<file path="src/rtl/midi_note_decoder.sv">
// midi_note_decoder
//   Monophonic MIDI front end. Parses the raw byte stream from the UART
//   receiver (running status, real-time interleave, system-common abort)
//   and produces one-cycle note_on / note_off strobes plus held note,
//   velocity and gate for the envelope generator and oscillator pitch path.
//
// Ports
//   clk       in   system clock
//   rst       in   synchronous active-high reset
//   rx_data   in   [7:0] received MIDI byte
//   rx_valid  in   rx_data is valid this cycle
//   note_on   out  one-cycle strobe, note started or retriggered
//   note_off  out  one-cycle strobe, current note released
//   gate      out  high while a note is held
//   note      out  [6:0] current/last note number
//   velocity  out  [6:0] velocity of the last accepted note-on
//
// Running-status kind
//   state     | meaning
//   K_NONE    | no usable status; data bytes ignored
//   K_NOTE_ON | 0x9n on our channel
//   K_NOTE_OFF| 0x8n on our channel
//   K_CC      | 0xBn on our channel
//   K_SKIP1   | one-data-byte message to be swallowed (0xCn, 0xDn)
//   K_SKIP2   | two-data-byte message to be swallowed
// Phase
//   P_DATA1   | next data byte is the first of the message
//   P_DATA2   | next data byte completes the message

module midi_note_decoder #(
  parameter logic [3:0] CHANNEL = 4'd0
) (
  input  logic       clk,
  input  logic       rst,
  input  logic [7:0] rx_data,
  input  logic       rx_valid,
  output logic       note_on,
  output logic       note_off,
  output logic       gate,
  output logic [6:0] note,
  output logic [6:0] velocity
);

  typedef enum logic [2:0] {
    K_NONE, K_NOTE_ON, K_NOTE_OFF, K_CC, K_SKIP1, K_SKIP2
  } kind_t;

  typedef enum logic {P_DATA1, P_DATA2} phase_t;

  kind_t      kind_q,     kind_d;
  phase_t     phase_q,    phase_d;
  logic [6:0] d1_q,       d1_d;
  logic       gate_q,     gate_d;
  logic [6:0] note_q,     note_d;
  logic [6:0] velocity_q, velocity_d;
  logic       note_on_q,  note_on_d;
  logic       note_off_q, note_off_d;

  logic       ch_match;
  logic [6:0] d2;
  logic       release_hit;

  assign ch_match    = (rx_data[3:0] == CHANNEL);
  assign d2          = rx_data[6:0];
  assign release_hit = gate_q && (d1_q == note_q);

  always_comb begin
    kind_d     = kind_q;
    phase_d    = phase_q;
    d1_d       = d1_q;
    gate_d     = gate_q;
    note_d     = note_q;
    velocity_d = velocity_q;
    note_on_d  = 1'b0;
    note_off_d = 1'b0;

    if (rx_valid) begin
      if (rx_data[7]) begin
        // 0xF8-0xFF real-time bytes leave the parser untouched
        if (rx_data[7:3] != 5'b11111) begin
          phase_d = P_DATA1;
          case (rx_data[7:4])
            4'h8:    kind_d = ch_match ? K_NOTE_OFF : K_SKIP2;
            4'h9:    kind_d = ch_match ? K_NOTE_ON  : K_SKIP2;
            4'hB:    kind_d = ch_match ? K_CC       : K_SKIP2;
            4'hC,
            4'hD:    kind_d = K_SKIP1;
            4'hF:    kind_d = K_NONE;
            default: kind_d = K_SKIP2;
          endcase
        end
      end else if (kind_q != K_NONE && kind_q != K_SKIP1) begin
        if (phase_q == P_DATA1) begin
          d1_d    = rx_data[6:0];
          phase_d = P_DATA2;
        end else begin
          phase_d = P_DATA1;
          case (kind_q)
            K_NOTE_ON: begin
              if (d2 != 7'd0) begin
                note_d     = d1_q;
                velocity_d = d2;
                gate_d     = 1'b1;
                note_on_d  = 1'b1;
              end else if (release_hit) begin
                gate_d     = 1'b0;
                note_off_d = 1'b1;
              end
            end
            K_NOTE_OFF: begin
              if (release_hit) begin
                gate_d     = 1'b0;
                note_off_d = 1'b1;
              end
            end
            K_CC: begin
              // 120 = all sound off, 123 = all notes off
              if (gate_q && (d1_q == 7'd120 || d1_q == 7'd123)) begin
                gate_d     = 1'b0;
                note_off_d = 1'b1;
              end
            end
            default: ;
          endcase
        end
      end
    end
  end

  always_ff @(posedge clk) begin
    if (rst) begin
      kind_q     <= K_NONE;
      phase_q    <= P_DATA1;
      d1_q       <= 7'd0;
      gate_q     <= 1'b0;
      note_q     <= 7'd0;
      velocity_q <= 7'd0;
      note_on_q  <= 1'b0;
      note_off_q <= 1'b0;
    end else begin
      kind_q     <= kind_d;
      phase_q    <= phase_d;
      d1_q       <= d1_d;
      gate_q     <= gate_d;
      note_q     <= note_d;
      velocity_q <= velocity_d;
      note_on_q  <= note_on_d;
      note_off_q <= note_off_d;
    end
  end

  assign note_on  = note_on_q;
  assign note_off = note_off_q;
  assign gate     = gate_q;
  assign note     = note_q;
  assign velocity = velocity_q;

endmodule

</file>
<file path="config.mk">
export PLATFORM = sky130hd
export DESIGN_NAME = midi_note_decoder
export DESIGN_NICKNAME = d
export VERILOG_FILES = /design/src/rtl/midi_note_decoder.sv
export SDC_FILE = /design/constraint.sdc
export NUM_CORES = 1
export LEC_CHECK = 0
export CAP_MARGIN = 0
export CORE_AREA = 2 2 60 62
export CTS_BUF_LIST = sky130_fd_sc_hd__clkbuf_8
export DETAILED_ROUTE_END_ITERATION = 12
export DIE_AREA = 0 0 62 64
export PLACE_DENSITY_LB_ADDON = 0.12
export REMOVE_ABC_BUFFERS = 1
export SLEW_MARGIN = 20
export SYNTH_ARGS = -nofsm -noshare
export SYNTH_HDL_FRONTEND = slang
export SYNTH_SLANG_ARGS = --single-unit
</file>
<file path="constraint.sdc">
create_clock -name clk -period 3.7 [get_ports clk]
set_input_delay 0.925 -clock clk [delete_from_list [all_inputs] [get_ports clk]]
set_output_delay 0.925 -clock clk [all_outputs]
set_load 0.02 [all_outputs]
</file>
==> run metrics <==
share of cells above drive strength 1=~7.5%; post-synthesis register bit count=28; ant diodes=0; initial antenna violation count=0; sequential area share after synthesis=42.3%; Buf/Inv on CP=2; Hold Buf Count CTS=0; CP required=3820 ps; PD cells=324 nW/um^2; delay-heaviest family, CP=buffers and inverters; setup_tns=0 ps; Iteration-0 DRC Markers=52; DRT Pass-1 Iters=5; worst-case clock buffer depth=2; Setup Fix Bufs, Post-CTS=0; Worst-Skew Late Latency=260 ps; Max Slew Vio Count=0; Worst Setup Path Type=primary input to flip-flop; endpoint class of the critical path=flip-flop; largest net degree at the start of global routing=29; layout net count=172; commonest non-fill, non-tap cell in the layout=dfxtp_1; Worst Hold Class=flip-flop to flip-flop; Final ANT Viol Nets=0; Die H=64 um; CTS tree=yes; Yosys cell types=35; Synthesis Warnings=0; core area=about 3300 um^2; cell taking the most area after synthesis=dfxtp_1; CTS sink count=28; Top Layer Used=met4; gp weighted congestion=0.783; residual DRC count=0; Yosys top cell area share=42.3%; CP Launch Type=primary input; Synth area leaders=dfxtp_1 42%, mux2i_1 16%, nor2_1 6.5%; crit path cell chain=clkdlybuf4s50_1 -> nand4bb_4 -> a211oi_4 -> buf_4 -> mux2i_1 -> nor2_1; global-route wire length before repair=4650 um; vias after detailed routing=1024; H-tree depth=1; Total Wirelength=~2700 um; crit share post-route=around 66%; global route overflow=0; # Max-Cap Violations=0; WHS=roughly 500 ps; Slew @ Worst Pin=between 1000 and 1500 ps; FILL cells=334; Post-Syn Area=1320 um^2; HPWL Detailed=2040 um; cell row count=21; status=finished, final reports clean; Final Hold Violating Endpoints=0; CP max FO=16; root buf cell=clkbuf_8; DIE AREA=3970 um^2; Via density=just under 5; met2 WL=1300 um; CTS buffer count=3; I/O Buffers=27; commonest non-fill, non-tap cells in the layout=28 x dfxtp_1, 27 x clkdlybuf4s50_1, 23 x nor2_1; post-CTS resize count=0; Post-Syn Area per Cell=9.73 um^2; Peak supply drop=244 uV; Post-synth top flop=dfxtp_1; setup ws final=1240 ps; Post-Route Utilization=around half; clock-pin slew on the worst setup and hold paths=90 ps; Post-Synthesis Cells=136; P&R area growth vs syn=25.8%; total power=539 uW; Slowest cell on crit path=clkdlybuf4s50_1; worst path arrival time=approximately 2600 ps; Fmax=0.407 GHz; CP max stage delay=520 ps; Avg WL per Cell=13.2 um; # setup viols final=0; met3 wire length=100 um; Starting Density=40.3%; pre-CTS setup slack=roughly 950 ps; die extent in x=62 um; met1 WL=1300 um; P_leak=0.582 nW; EDFF count, synth=0; max_slew headroom=33.1%; Setup Skew=5.23 ps; min Tclk post-route=2460 ps; I/O pin count=28; vias in the first global route=1018; RSZ-0062 raised after global routing=no; gr usage total=15.1%; ys async rst share=0%
synth_stat cells (all sizes together), types with 2 or more instances:
cell and instances:
dfxtp 28, nor2 23, mux2i 21, nand2 9
xnor2 8, buf 5, a21oi 4, nand4 4
clkbuf 3, inv 3, a211oi 2, a221oi 2
nand3 2, nand4b 2, nor3 2, o21ai 2
or4 2
cell type report:
type                       count  area (um^2)  share of cell area, %
timing repair buffer          28          278                   16.7
multi-input combinational     97          703                   42.2
sequential                    28          561                   33.7
tap                           46         57.6                   3.46
clock buffer                   4         55.1                   3.31
inverter                       3         11.3                  0.676
sequential cells by signal, indices dropped and copies added (netlist names):
register,count
note,7
note_on,1
d1_q,7
note_off,1
phase_q,1
velocity,7
kind_q,3
gate,1
worst register-to-register path, delay by kind of cell, from the launching register on:
family | cells | cell delay, ps
simple gates | 3 | 950
flops | 1 | 420
mux | 1 | 210
worst paths after layout:
kind / start / endpoint / slack (ps) / cells past startpoint
setup reg to reg: kind_q[1]$_SDFFE_PP0P_ / d1_q[2]$_SDFFE_PP0P_ / 1990 / 4
hold reg to reg: velocity[3]$_SDFFE_PP0P_ / velocity[3]$_SDFFE_PP0P_ / 500 / 2
hold / removal: velocity[3]$_SDFFE_PP0P_ / velocity[3]$_SDFFE_PP0P_ / 500 / 2
setup / recovery: rx_data[7] / velocity[0]$_SDFFE_PP0P_ / 1240 / 6
power by group:
part | switching, mW | internal (mW)
clock | 0.0878 | 0.0949
combinational | 0.0257 | 0.0218
sequential | 0.00408 | 0.305
layer usage:
metal  vias up  GRT usage, %
li1        527             -
met4         0          3.19
met1       477          20.2
met3         2          2.83
met5         -             0
met2        18          24.7
cell families after synthesis:
group | synth area share, %
simple gates | 22.4
flops | 42.3
mux | 15.9
compound gates | 8.89
buf+inv | 4.54
xor+xnor | 5.95
stage by stage:
| stage | cells | area, um^2 |
|---|---|---|
| floorplan | 128 | 1270 |
| global placement | 202 | 1610 |
| detailed placement | 202 | 1610 |
| CTS | 206 | 1670 |
| global route | 206 | 1670 |
| finish | 206 | 1670 |
No activity file was read; power rests on OpenSTA's default activity.
